### config.mk
export PLATFORM = sky130hd
export DESIGN_NAME = alu_sweep_master_flat
export DESIGN_NICKNAME = d
export VERILOG_FILES = /design/src/rtl/alu_sweep_pkg.sv /design/src/rtl/alu_sweep_master_if.sv /design/src/rtl/alu_sweep_cnt.sv /design/src/rtl/alu_sweep_master.sv /design/src/flat_wrapper.sv
export SDC_FILE = /design/constraint.sdc
export NUM_CORES = 1
export LEC_CHECK = 0
export CAP_MARGIN = 20
export CORE_ASPECT_RATIO = 1.4
export CORE_MARGIN = 1
export CORE_UTILIZATION = 45
export CTS_BUF_LIST = sky130_fd_sc_hd__clkbuf_2
export CTS_CLUSTER_DIAMETER = 100
export CTS_CLUSTER_SIZE = 30
export DETAILED_ROUTE_END_ITERATION = 6
export PLACE_DENSITY = 0.78
export SYNTH_ARGS = -nofsm -noshare
export SYNTH_HDL_FRONTEND = slang
export SYNTH_SLANG_ARGS = --single-unit
### constraint.sdc
create_clock -name clk -period 2.6 [get_ports clk]
set_clock_uncertainty 0.1 [all_clocks]
set_input_delay 0.39 -clock clk [delete_from_list [all_inputs] [get_ports clk]]
set_output_delay 0.39 -clock clk [all_outputs]
set_load 0.05 [all_outputs]
### src/rtl/alu_sweep_pkg.sv
// Shared definitions for the ALU sweep master: opcodes, FSM encoding and the
// golden ALU model used when ALU_SWEEP_CHECK_EN is defined.
package alu_sweep_pkg;

    localparam int EXP_W = 32;

    localparam logic [3:0] OP_ADD  = 4'd0;
    localparam logic [3:0] OP_INC  = 4'd1;
    localparam logic [3:0] OP_SUB  = 4'd2;
    localparam logic [3:0] OP_DEC  = 4'd3;
    localparam logic [3:0] OP_MUL  = 4'd4;
    localparam logic [3:0] OP_DIV  = 4'd5;
    localparam logic [3:0] OP_SHL  = 4'd6;
    localparam logic [3:0] OP_SHR  = 4'd7;
    localparam logic [3:0] OP_AND  = 4'd8;
    localparam logic [3:0] OP_OR   = 4'd9;
    localparam logic [3:0] OP_NOT  = 4'd10;
    localparam logic [3:0] OP_NAND = 4'd11;
    localparam logic [3:0] OP_NOR  = 4'd12;
    localparam logic [3:0] OP_XOR  = 4'd13;
    localparam logic [3:0] OP_XNOR = 4'd14;
    localparam logic [3:0] OP_BUF  = 4'd15;

    typedef enum logic [1:0] {
        ST_IDLE  = 2'd0,
        ST_DRIVE = 2'd1,
        ST_HOLD  = 2'd2,
        ST_DONE  = 2'd3
    } state_t;

    // Operands arrive zero-extended; amask selects the operand width so the
    // bitwise ops are formed on operand bits only. Caller truncates to Y_W.
    function automatic logic [EXP_W-1:0] alu_expect(
        input logic [EXP_W-1:0] a,
        input logic [EXP_W-1:0] b,
        input logic [3:0]       cmd,
        input logic [EXP_W-1:0] amask
    );
        logic [EXP_W-1:0] r;
        case (cmd)
            OP_ADD:  r = a + b;
            OP_INC:  r = a + 32'd1;
            OP_SUB:  r = a - b;
            OP_DEC:  r = a - 32'd1;
            OP_MUL:  r = a * b;
            OP_DIV:  r = (b == 32'd0) ? 32'd0 : a / b;
            OP_SHL:  r = a << 1;
            OP_SHR:  r = a >> 1;
            OP_AND:  r = a & b;
            OP_OR:   r = a | b;
            OP_NOT:  r = ~a & amask;
            OP_NAND: r = ~(a & b) & amask;
            OP_NOR:  r = ~(a | b) & amask;
            OP_XOR:  r = a ^ b;
            OP_XNOR: r = ~(a ^ b) & amask;
            OP_BUF:  r = a;
            default: r = a;
        endcase
        return r;
    endfunction

endpackage

### src/rtl/alu_sweep_master_if.sv
// ALU drive bus plus valid/ready result stream of the ALU sweep master.
interface alu_sweep_master_if #(
    parameter int A_W   = 8,
    parameter int CMD_W = 4,
    parameter int Y_W   = 16
);
    logic [A_W-1:0]   alu_a;
    logic [A_W-1:0]   alu_b;
    logic [CMD_W-1:0] alu_cmd;
    logic             alu_en;
    logic [Y_W-1:0]   alu_y;

    logic             res_valid;
    logic             res_ready;
    logic [A_W-1:0]   res_a;
    logic [A_W-1:0]   res_b;
    logic [CMD_W-1:0] res_cmd;
    logic [Y_W-1:0]   res_y;

    modport master (
        output alu_a, alu_b, alu_cmd, alu_en,
        input  alu_y,
        output res_valid, res_a, res_b, res_cmd, res_y,
        input  res_ready
    );

    modport slave (
        input  alu_a, alu_b, alu_cmd, alu_en,
        output alu_y,
        input  res_valid, res_a, res_b, res_cmd, res_y,
        output res_ready
    );
endinterface

### src/rtl/alu_sweep_cnt.sv
// Nested sweep counter: cmd innermost, then b, then a, each wrapping to zero.
module alu_sweep_cnt #(
    parameter int A_W       = 8,
    parameter int CMD_W     = 4,
    parameter int SWEEP_MAX = 15
) (
    input  logic             clk,
    input  logic             rst,
    input  logic             clear,
    input  logic             advance,
    output logic [A_W-1:0]   a,
    output logic [A_W-1:0]   b,
    output logic [CMD_W-1:0] cmd,
    output logic             last
);
    localparam logic [A_W-1:0]   SMAX = A_W'(SWEEP_MAX);
    localparam logic [CMD_W-1:0] CMAX = {CMD_W{1'b1}};

    logic [A_W-1:0]   a_r, b_r, a_nx_s, b_nx_s;
    logic [CMD_W-1:0] cmd_r, cmd_nx_s;

    // Next vector: clear wins over advance, carries ripple cmd -> b -> a
    always_comb begin
        a_nx_s   = a_r;
        b_nx_s   = b_r;
        cmd_nx_s = cmd_r;
        if (clear) begin
            a_nx_s   = '0;
            b_nx_s   = '0;
            cmd_nx_s = '0;
        end else if (advance) begin
            if (cmd_r != CMAX) begin
                cmd_nx_s = cmd_r + CMD_W'(1);
            end else begin
                cmd_nx_s = '0;
                if (b_r != SMAX) begin
                    b_nx_s = b_r + A_W'(1);
                end else begin
                    b_nx_s = '0;
                    if (a_r != SMAX) begin
                        a_nx_s = a_r + A_W'(1);
                    end else begin
                        a_nx_s = '0;
                    end
                end
            end
        end else begin
            cmd_nx_s = cmd_r;
        end
    end

    // Vector registers
    always_ff @(posedge clk or posedge rst) begin
        if (rst) begin
            a_r   <= '0;
            b_r   <= '0;
            cmd_r <= '0;
        end else begin
            a_r   <= a_nx_s;
            b_r   <= b_nx_s;
            cmd_r <= cmd_nx_s;
        end
    end

    assign a    = a_r;
    assign b    = b_r;
    assign cmd  = cmd_r;
    assign last = (a_r == SMAX) && (b_r == SMAX) && (cmd_r == CMAX);
endmodule

### src/rtl/alu_sweep_master.sv
// Sweeps every a/b/cmd vector into an ALU and streams the sampled results.
// ALU_SWEEP_CHECK_EN adds a golden-model comparison (mismatch, err_count).
module alu_sweep_master
    import alu_sweep_pkg::*;
#(
    parameter int A_W       = 8,
    parameter int CMD_W     = 4,
    parameter int Y_W       = 16,
    parameter int SWEEP_MAX = 15,
    parameter int SETTLE    = 1,
    parameter int CNT_W     = 16
) (
    input  logic             clk,
    input  logic             rst,
    input  logic             start,
    input  logic             abort,
    output logic             busy,
    output logic             done,
    output logic [CNT_W-1:0] count,
`ifdef ALU_SWEEP_CHECK_EN
    output logic             mismatch,
    output logic [CNT_W-1:0] err_count,
`endif
    alu_sweep_master_if.master bus
);
    localparam int SET_W = (SETTLE > 1) ? $clog2(SETTLE) : 1;
    localparam logic [CNT_W-1:0] CNT_MAX = {CNT_W{1'b1}};

    state_t state_r, state_nx_s;

    logic [SET_W-1:0] settle_r;
    logic             settle_last_s;
    logic             start_s, capture_s, accept_s;

    logic [A_W-1:0]   vec_a_s, vec_b_s;
    logic [CMD_W-1:0] vec_cmd_s;
    logic             vec_last_s;

    logic             busy_r, done_r, alu_en_r, res_valid_r;
    logic [A_W-1:0]   res_a_r, res_b_r;
    logic [CMD_W-1:0] res_cmd_r;
    logic [Y_W-1:0]   res_y_r;
    logic [CNT_W-1:0] count_r;

    assign settle_last_s = (settle_r == SET_W'(SETTLE - 1));
    assign start_s       = (state_r == ST_IDLE)  && start && !abort;
    assign capture_s     = (state_r == ST_DRIVE) && settle_last_s && !abort;
    // Abort beats a same-cycle handshake, so that result is never counted
    assign accept_s      = (state_r == ST_HOLD)  && bus.res_ready && !abort;

    alu_sweep_cnt #(
        .A_W      (A_W),
        .CMD_W    (CMD_W),
        .SWEEP_MAX(SWEEP_MAX)
    ) u_cnt (
        .clk    (clk),
        .rst    (rst),
        .clear  (start_s),
        .advance(accept_s),
        .a      (vec_a_s),
        .b      (vec_b_s),
        .cmd    (vec_cmd_s),
        .last   (vec_last_s)
    );

    // Next-state logic
    always_comb begin
        state_nx_s = state_r;
        case (state_r)
            ST_IDLE: begin
                if (start && !abort) state_nx_s = ST_DRIVE;
                else                 state_nx_s = ST_IDLE;
            end
            ST_DRIVE: begin
                if (abort)              state_nx_s = ST_IDLE;
                else if (settle_last_s) state_nx_s = ST_HOLD;
                else                    state_nx_s = ST_DRIVE;
            end
            ST_HOLD: begin
                if (abort)              state_nx_s = ST_IDLE;
                else if (bus.res_ready) state_nx_s = vec_last_s ? ST_DONE : ST_DRIVE;
                else                    state_nx_s = ST_HOLD;
            end
            ST_DONE:  state_nx_s = ST_IDLE;
            default:  state_nx_s = ST_IDLE;
        endcase
    end

    // State register
    always_ff @(posedge clk or posedge rst) begin
        if (rst) state_r <= ST_IDLE;
        else     state_r <= state_nx_s;
    end

    // Settle counter, restarts on every DRIVE entry
    always_ff @(posedge clk or posedge rst) begin
        if (rst) begin
            settle_r <= '0;
        end else if ((state_r == ST_DRIVE) && !settle_last_s && !abort) begin
            settle_r <= settle_r + SET_W'(1);
        end else begin
            settle_r <= '0;
        end
    end

    // Registered outputs, decoded from the next state
    always_ff @(posedge clk or posedge rst) begin
        if (rst) begin
            busy_r      <= 1'b0;
            done_r      <= 1'b0;
            alu_en_r    <= 1'b0;
            res_valid_r <= 1'b0;
            res_a_r     <= '0;
            res_b_r     <= '0;
            res_cmd_r   <= '0;
            res_y_r     <= '0;
            count_r     <= '0;
        end else begin
            busy_r      <= (state_nx_s == ST_DRIVE) || (state_nx_s == ST_HOLD);
            alu_en_r    <= (state_nx_s == ST_DRIVE) || (state_nx_s == ST_HOLD);
            res_valid_r <= (state_nx_s == ST_HOLD);
            done_r      <= (state_nx_s == ST_DONE);
            if (capture_s) begin
                res_a_r   <= vec_a_s;
                res_b_r   <= vec_b_s;
                res_cmd_r <= vec_cmd_s;
                res_y_r   <= bus.alu_y;
            end
            if (start_s) begin
                count_r <= '0;
            end else if (accept_s && (count_r != CNT_MAX)) begin
                count_r <= count_r + CNT_W'(1);
            end
        end
    end

`ifdef ALU_SWEEP_CHECK_EN
    localparam logic [EXP_W-1:0] AMASK = {{(EXP_W-A_W){1'b0}}, {A_W{1'b1}}};

    logic [Y_W-1:0]   exp_y_s;
    logic             skip_s, mm_s;
    logic             mismatch_r;
    logic [CNT_W-1:0] err_count_r;

    assign exp_y_s = Y_W'(alu_expect(EXP_W'(vec_a_s), EXP_W'(vec_b_s), 4'(vec_cmd_s), AMASK));
    assign skip_s  = (4'(vec_cmd_s) == OP_DIV) && (vec_b_s == '0);
    assign mm_s    = !skip_s && (exp_y_s != bus.alu_y);

    // Mismatch flag travels with the held result; errors counted on acceptance
    always_ff @(posedge clk or posedge rst) begin
        if (rst) begin
            mismatch_r  <= 1'b0;
            err_count_r <= '0;
        end else begin
            if (capture_s) begin
                mismatch_r <= mm_s;
            end else if (state_nx_s != ST_HOLD) begin
                mismatch_r <= 1'b0;
            end
            if (start_s) begin
                err_count_r <= '0;
            end else if (accept_s && mismatch_r && (err_count_r != CNT_MAX)) begin
                err_count_r <= err_count_r + CNT_W'(1);
            end
        end
    end

    assign mismatch  = mismatch_r;
    assign err_count = err_count_r;
`endif

    assign busy          = busy_r;
    assign done          = done_r;
    assign count         = count_r;
    assign bus.alu_a     = vec_a_s;
    assign bus.alu_b     = vec_b_s;
    assign bus.alu_cmd   = vec_cmd_s;
    assign bus.alu_en    = alu_en_r;
    assign bus.res_valid = res_valid_r;
    assign bus.res_a     = res_a_r;
    assign bus.res_b     = res_b_r;
    assign bus.res_cmd   = res_cmd_r;
    assign bus.res_y     = res_y_r;
endmodule

### src/flat_wrapper.sv
// flat-port wrapper written by rule: the top's interface ports become plain ports
module alu_sweep_master_flat import alu_sweep_pkg::*;
#(
    parameter int A_W       = 8,
    parameter int CMD_W     = 4,
    parameter int Y_W       = 16,
    parameter int SWEEP_MAX = 15,
    parameter int SETTLE    = 1,
    parameter int CNT_W     = 16
)
  (clk, rst, start, abort, busy, done, count, bus_alu_a, bus_alu_b, bus_alu_cmd, bus_alu_en, bus_alu_y, bus_res_valid, bus_res_a, bus_res_b, bus_res_cmd, bus_res_y, bus_res_ready);
  alu_sweep_master_if #(.A_W(A_W), .CMD_W(CMD_W), .Y_W(Y_W)) bus_i ();
  input  logic clk;
  input  logic rst;
  input  logic start;
  input  logic abort;
  output logic busy;
  output logic done;
  output logic [CNT_W-1:0] count;
  output wire logic [$bits(bus_i.alu_a)-1:0] bus_alu_a;
  output wire logic [$bits(bus_i.alu_b)-1:0] bus_alu_b;
  output wire logic [$bits(bus_i.alu_cmd)-1:0] bus_alu_cmd;
  output wire logic [$bits(bus_i.alu_en)-1:0] bus_alu_en;
  input wire logic [$bits(bus_i.alu_y)-1:0] bus_alu_y;
  output wire logic [$bits(bus_i.res_valid)-1:0] bus_res_valid;
  output wire logic [$bits(bus_i.res_a)-1:0] bus_res_a;
  output wire logic [$bits(bus_i.res_b)-1:0] bus_res_b;
  output wire logic [$bits(bus_i.res_cmd)-1:0] bus_res_cmd;
  output wire logic [$bits(bus_i.res_y)-1:0] bus_res_y;
  input wire logic [$bits(bus_i.res_ready)-1:0] bus_res_ready;
  assign bus_alu_a = bus_i.alu_a;
  assign bus_alu_b = bus_i.alu_b;
  assign bus_alu_cmd = bus_i.alu_cmd;
  assign bus_alu_en = bus_i.alu_en;
  assign bus_i.alu_y = bus_alu_y;
  assign bus_res_valid = bus_i.res_valid;
  assign bus_res_a = bus_i.res_a;
  assign bus_res_b = bus_i.res_b;
  assign bus_res_cmd = bus_i.res_cmd;
  assign bus_res_y = bus_i.res_y;
  assign bus_i.res_ready = bus_res_ready;
  alu_sweep_master #(.A_W(A_W), .CMD_W(CMD_W), .Y_W(Y_W), .SWEEP_MAX(SWEEP_MAX), .SETTLE(SETTLE), .CNT_W(CNT_W)) u_core (.clk(clk), .rst(rst), .start(start), .abort(abort), .busy(busy), .done(done), .count(count), .bus(bus_i));
endmodule
==> results of run 1 <==
[cell type report]
cell class                 instances  area [um^2]
inverter                           7         27.5
multi-input combinational        219         1620
tap                              100          125
timing repair buffer             108         1080
clock buffer                      11         55.1
sequential                        78         1950
fill                             654         2900
clock inverter                     4         48.8
[synth_stat cells (all sizes together) (5+ instances only)]
cell,instances,area (um^2)
mux2i,13,130
nor2,9,33.8
inv,7,26.3
o21ai,7,35.0
and3,7,43.8
nand3,17,97.6
mux2,36,405
nand2,29,109
o31ai,6,45.0
buf,10,57.6
nand4,10,68.8
or3,5,31.3
nor3,5,25.0
nand2b,8,50.1
dfrtp,78,1950
ha,6,75.1
o211ai,5,37.5
a21oi,19,98.9
or4,7,52.6
[power groups by stage]
| stage | clock network (W) | logic, W | registers [W] |
|---|---|---|---|
| 6_report | 0.000641 | 0.000695 | 0.00135 |
| 3_5_place_dp | 0 | 0.000700 | 0.00137 |
| 3_3_place_gp | 0 | 0.000691 | 0.00137 |
| 4_1_cts | 0.000653 | 0.000701 | 0.00135 |
| 2_1_floorplan | 0 | 0.000147 | 0.00166 |
| 5_1_grt | 0.000698 | 0.000725 | 0.00136 |
[kinds of logic after synthesis]
kind of cell | Yosys count | share of synthesized area, %
xor gates and xnor gates | 2 | 0.480
other | 1 | 0.103
adders and majority gates | 6 | 2.06
DFF | 78 | 53.5
buffers and inverters | 21 | 2.71
and+or+nand+nor | 113 | 18.0
muxes | 49 | 14.7
AOI/OAI and AO/OA | 48 | 8.47
[metrics by stage]
stage | setup WS (ns) | total power [W] | hold slack [ns] | cells
floorplan | 0.115 | 0.00181 | 0.372 | 318
global placement | 0.129 | 0.00206 | 0.388 | 512
detailed placement | 0.0975 | 0.00207 | 0.394 | 512
CTS | 0.148 | 0.00270 | 0.0135 | 527
global route | 0.0834 | 0.00278 | 0.0166 | 527
finish | 0.182 | 0.00268 | 0.0331 | 527
[layer usage]
| metal | wire [um] | up-vias | GRT usage, % | part of all wire (%) |
|---|---|---|---|---|
| met2 | 4300 | 85 | 34.1 | 52 |
| met1 | 3430 | 1459 | 24.7 | 41 |
| li1 | - | 1387 | - | - |
| met5 | 0 | - | 0 | 0 |
| met4 | 193 | 0 | 9.92 | 2.3 |
| met3 | 372 | 15 | 4.47 | 4.5 |
[path summary, 6_finish.rpt]
check,start,endpoint,slack [ns],cells past startpoint
min in group clk,bus_alu_y[12],u_core.bus.res_y[12],0.35,2
min,rst,u_core.bus.res_y[3],0.03,2
max,u_core.u_cnt.a[3],bus_alu_a[3],0.18,1
max in group asynchronous,rst,u_core.bus.res_y[6],1.81,3
max reg2reg,u_core.u_cnt.b[4],u_core.u_cnt.a[6],0.30,4
min reg2reg,u_core.bus.res_y[2],u_core.bus.res_y[2],0.43,1
[flip-flops by register name (all words and copies together) (netlist names)]
signal and count:
u_core.bus.res_a 8, u_core.bus.res_b 8, u_core.bus.res_cmd 4, u_core.bus.res_valid 1, u_core.bus.res_y 16, u_core.busy 1
u_core.count 16, u_core.done 1, u_core.settle_r 1, u_core.state_r 2, u_core.u_cnt.a 8, u_core.u_cnt.b 8
u_core.u_cnt.cmd 4
[cells in the final DEF, fill, tap and decap left out, types with 2 or more instances in the layout]
master	n
mux2i_1	13
buf_4	10
clkbuf_2	11
nand2_1	29
and3_1	7
clkinvlp_4	2
mux2_2	36
buf_12	2
nand2b_1	8
xor2_1	2
o211ai_1	5
nand3_1	16
nor4_1	4
ha_1	6
dfrtp_1	78
a21oi_1	18
and4_1	4
or3_1	5
or4_1	7
nand4_1	9
o31ai_1	6
a211oi_1	2
a31o_2	3
o21ai_0	6
inv_1	6
nor3_1	5
nor2_1	9
clkdlybuf4s50_1	96
==> impl_metrics.csv, run 1 <==
group,metric,value,unit
critical_path,worstPathMaxFanout,9,
grt,grt_pass1_vias,2844,
die,dieHeight,109,um
outcome,status,"finished clean",
timing,maxSlewViolCount,0,
critical_path,crit_arrival,1.93,ns
power_and_ir_drop,p_int,0.00178,W
timing,fmax,414,MHz
layout,nNetsFinal,450,
yosys,synth_seq_cells,78,
die,core-area,7800,um^2
place,gp_congestion,0.853,
yosys,syn_inst,318,
layout,fin_util,62.9,%
critical_path,cp-end-kind,"primary output",
place,port_buffers,96,
yosys,synth_seq_area_share,53.5,%
die,die_area,8470,um^2
grt,antenna_found_initial,0,
min_path,hp-class,"in -> async",
critical_path,required,2.11,ns
grt,grt_pass1_wl,13.4,mm
routing,drt-total-wl,8.29,mm
yosys,async_reset_ff_share,100,%
power_and_ir_drop,powerDensity,547,nW/um^2
yosys,synth_edf_count,0,
clock_network,ctsResizeCount,0,
layout,syn2layout_area_growth,34.4,%
routing,via_count,2946,
critical_path,slowest_delay,0.86,ns
timing,setup_viol_count_final,0,
power_and_ir_drop,p_sw_share,33.8,%
die,die_w,78.1,um
yosys,yosysUniqueCellTypes,44,
power_and_ir_drop,pwr-share-comb,25.9,%
layout,diodes,0,
power_and_ir_drop,irDropWorstVdd,489,uV
place,place_area,4800,um^2
critical_path,crit_type,"reg -> out",
critical_path,slowest_stage,"clkdlybuf4s50_1",
die,initial_core_util,46.8,%
clock_network,cts.clk_slew.worst_paths,0.19,ns
power_and_ir_drop,clkPwrFrac,23.9,%
clock_network,hold_buffers,0,
critical_path,cp_cell_sequence,"clkdlybuf4s50_1",
power_and_ir_drop,leakagePower,2.13,nW
clock_network,cts.sinks,78,
routing,drtIter0Drc,168,
grt,grt-ovfl-total,0,
clock_network,cts_made_buffers,9,
die,core.rowCount,38,
critical_path,cp_top_family,"buffers and inverters",
die,ioPinCount,97,
timing,grt_setup_unrepaired,"false",
timing,setup_tns,0,ns
clock_network,clockBufferDepth,2,
clock_network,clk_latency,0.56,ns
clock_network,htree_levels,3,
yosys,syn-num-nets,345,
layout,drive_gt1_share,17.3,%
critical_path,critical_path_buf_inv_count,1,
timing,maxSlewHeadroom,51.1,%
routing,route.detailed.drc,0,
layout,fin_area,4900,um^2
timing,worst_slew_pin_slew,0.727,ns
job,cap_viol_max_count,0,
power_and_ir_drop,p_switching,0.000906,W
clock_network,cts-root-buf,"clkbuf_2",
routing,drtPass1Iterations,4,
routing,antenna_left,0,
timing,hold_violations,0,
clock_network,cts_tree,"yes",
routing,avgViaCountPerCell,5.59,
power_and_ir_drop,power_frac_seq,50.2,%
place,dp.final_hpwl,6.04,mm
grt,grt_max_degree,42,
yosys,synth_area,3650,um^2
timing,final.period_utilization,93.0,%
yosys,avgSynthCellArea,11.5,um^2
yosys,synth_warnings,0,
grt,grt.total_usage,20.3,%
clock_network,postCtsSetupBuffers,0,
critical_path,startpoint_type,"flip-flop",
routing,wl_per_cell,15.7,um
timing,fin_crit,2.42,ns
yosys,synthFlopType,"dfrtp_1",
No activity file was read; power rests on OpenSTA's default activity.
==> run 2: changes to the inputs <==
--- a/config.mk
+++ b/config.mk
@@ -6,14 +6,16 @@
 export NUM_CORES = 1
 export LEC_CHECK = 0
 export CAP_MARGIN = 20
+export CELL_PAD_IN_SITES_DETAIL_PLACEMENT = 0
+export CELL_PAD_IN_SITES_GLOBAL_PLACEMENT = 1
 export CORE_ASPECT_RATIO = 1.4
 export CORE_MARGIN = 1
-export CORE_UTILIZATION = 45
+export CORE_UTILIZATION = 35
 export CTS_BUF_LIST = sky130_fd_sc_hd__clkbuf_2
 export CTS_CLUSTER_DIAMETER = 100
 export CTS_CLUSTER_SIZE = 30
 export DETAILED_ROUTE_END_ITERATION = 6
-export PLACE_DENSITY = 0.78
+export PLACE_DENSITY_LB_ADDON = 0.1
 export SYNTH_ARGS = -nofsm -noshare
 export SYNTH_HDL_FRONTEND = slang
 export SYNTH_SLANG_ARGS = --single-unit
==> run 2 against run 1 <==
Global-route usage down 3.3 points. Final area up 3.2%. Die area rose by 28%. Count of clock-buffer cells in the layout decreased by 2. Critical endpoint is now count[3]. Sequential cell count stayed put. Wire length increased by 5.6%. Highest routed layer unchanged. Non-clock buffer count increased by 3. Largest cell class unchanged. Register-to-register slack improved by 0.22 ns. Via count shrank 0.81%. Hold slack improved by 0.0023 ns.
==> impl_metrics.csv, run 2 (synthesized netlist as in run 1, its figures left out) <==
group,metric,value,unit
outcome,status,"finished clean",
critical_path,crit_arrival,1.95,ns
routing,antenna_left,0,
timing,final.period_utilization,93.7,%
timing,setup_tns,0,ns
layout,drive_gt1_share,18.1,%
die,core-area,10000,um^2
routing,drt-total-wl,8.76,mm
clock_network,clockBufferDepth,2,
routing,route.detailed.drc,0,
critical_path,critical_path_buf_inv_count,1,
power_and_ir_drop,pwr-share-comb,23.3,%
clock_network,cts.clk_slew.worst_paths,0.23,ns
layout,nNetsFinal,453,
die,ioPinCount,97,
layout,fin_area,5060,um^2
die,die_w,88.3,um
die,dieHeight,123,um
grt,grt_pass1_wl,14.1,mm
routing,avgViaCountPerCell,5.15,
power_and_ir_drop,powerDensity,590,nW/um^2
place,place_area,4880,um^2
critical_path,worstPathMaxFanout,8,
clock_network,cts_made_buffers,9,
critical_path,crit_type,"reg -> out",
routing,via_count,2922,
power_and_ir_drop,p_int,0.00206,W
grt,grt-ovfl-total,0,
place,dp.final_hpwl,6.17,mm
power_and_ir_drop,clkPwrFrac,31.7,%
critical_path,cp_cell_sequence,"clkdlybuf4s50_1",
routing,drtPass1Iterations,4,
place,gp_congestion,0.779,
clock_network,clk_latency,0.52,ns
job,cap_viol_max_count,0,
power_and_ir_drop,power_frac_seq,45.0,%
timing,setup_viol_count_final,0,
clock_network,cts_tree,"yes",
critical_path,cp-end-kind,"primary output",
place,port_buffers,96,
clock_network,postCtsSetupBuffers,0,
die,core.rowCount,43,
clock_network,cts.sinks,78,
critical_path,cp_top_family,"buffers and inverters",
layout,syn2layout_area_growth,38.8,%
timing,maxSlewViolCount,0,
clock_network,ctsResizeCount,0,
timing,fmax,411,MHz
timing,timing.hold.ws,0.0354,ns
power_and_ir_drop,p_switching,0.000922,W
power_and_ir_drop,leakagePower,2.19,nW
critical_path,startpoint_type,"flip-flop",
critical_path,required,2.11,ns
die,die_area,10800,um^2
grt,grt.total_usage,17.0,%
grt,antenna_found_initial,1,
routing,wl_per_cell,15.4,um
clock_network,cts-root-buf,"clkbuf_2",
routing,drtIter0Drc,92,
layout,final_common_cell,"clkdlybuf4s50_1",
power_and_ir_drop,irDropWorstVdd,313,uV
grt,grt_pass1_vias,2803,
power_and_ir_drop,p_sw_share,30.9,%
clock_network,htree_levels,3,
timing,grt_setup_unrepaired,"false",
timing,hold_violations,0,
grt,grt_max_degree,40,
timing,maxSlewHeadroom,46.7,%
layout,final_cell_mix,"clkdlybuf4s50_1, dfrtp_1, mux2_2",
power_and_ir_drop,p_total,0.00298,W
timing,fin_crit,2.44,ns
die,initial_core_util,36.4,%
min_path,hp-class,"in -> async",
critical_path,slowest_stage,"clkdlybuf4s50_1",
clock_network,hold_buffers,0,
critical_path,slowest_delay,0.87,ns
timing,worst_slew_pin_slew,0.792,ns
run 2: changes by cell type in the layout (fill, tap and decap cells not counted):
cell	before	now
clkinv_2	1	2
clkinvlp_4	2	1
diode_2	0	1
clkbuf_2	11	9
buf_4	10	12
bufinv_16	1	4
buf_12	2	3
run 2: worst register-to-register path: cells and delay by family (launching register included):
| family | cells | cell delay (ns) |
|---|---|---|
| AO/OA/AOI/OAI | 1 | 0.40 |
| buffers and inverters | 2 | 0.42 |
| flip-flops | 1 | 0.53 |
| AND/OR/NAND/NOR | 3 | 0.60 |
run 2: worst paths after layout:
check / cells after the start / end / start / slack [ns]
max: 1 / count[3] / u_core.count[3] / 0.16
min: 2 / u_core.bus.res_y[5] / rst / 0.04
max reg2reg: 6 / u_core.u_cnt.a[7] / u_core.state_r[0] / 0.52
min reg2reg: 1 / u_core.bus.res_y[1] / u_core.bus.res_y[1] / 0.43
max in group asynchronous: 3 / u_core.state_r[0] / rst / 1.77
min in group clk: 2 / u_core.bus.res_y[3] / bus_alu_y[3] / 0.36
run 2: power groups by stage:
| stage | registers (W) | clock network (W) | logic, W |
|---|---|---|---|
| after floorplan | 0.00166 | 0 | 0.000147 |
| final | 0.00134 | 0.000945 | 0.000696 |
| after global placement | 0.00136 | 0 | 0.000701 |
| after detailed placement | 0.00137 | 0 | 0.000705 |
| after global routing | 0.00136 | 0.00101 | 0.000735 |
| after CTS | 0.00135 | 0.000978 | 0.000706 |
run 2: metal layers:
layer	up-vias	part of all wire [%]	track usage [%]
met5	-	0	0
met4	0	1.3	6.65
met3	8	3.8	2.96
met2	68	53	28.2
met1	1451	42	21.8
li1	1395	-	-
run 2: area by class of cell:
class	instances	area (um^2)
inverter	7	27.5
clock buffer	9	45.0
multi-input combinational	219	1620
timing repair buffer	111	1110
sequential	78	1950
clock inverter	7	136
tap	135	169
fill	972	4950
antenna	1	2.50
run 2: stage by stage:
step           std cells  utilization [%]  setup WS [ns]
2_1_floorplan        318                -          0.115
3_3_place_gp         550             48.7          0.181
3_5_place_dp         550             48.7          0.155
4_1_cts              566             50.6          0.115
5_1_grt              567             50.6         0.0445
6_report             567             50.6          0.165
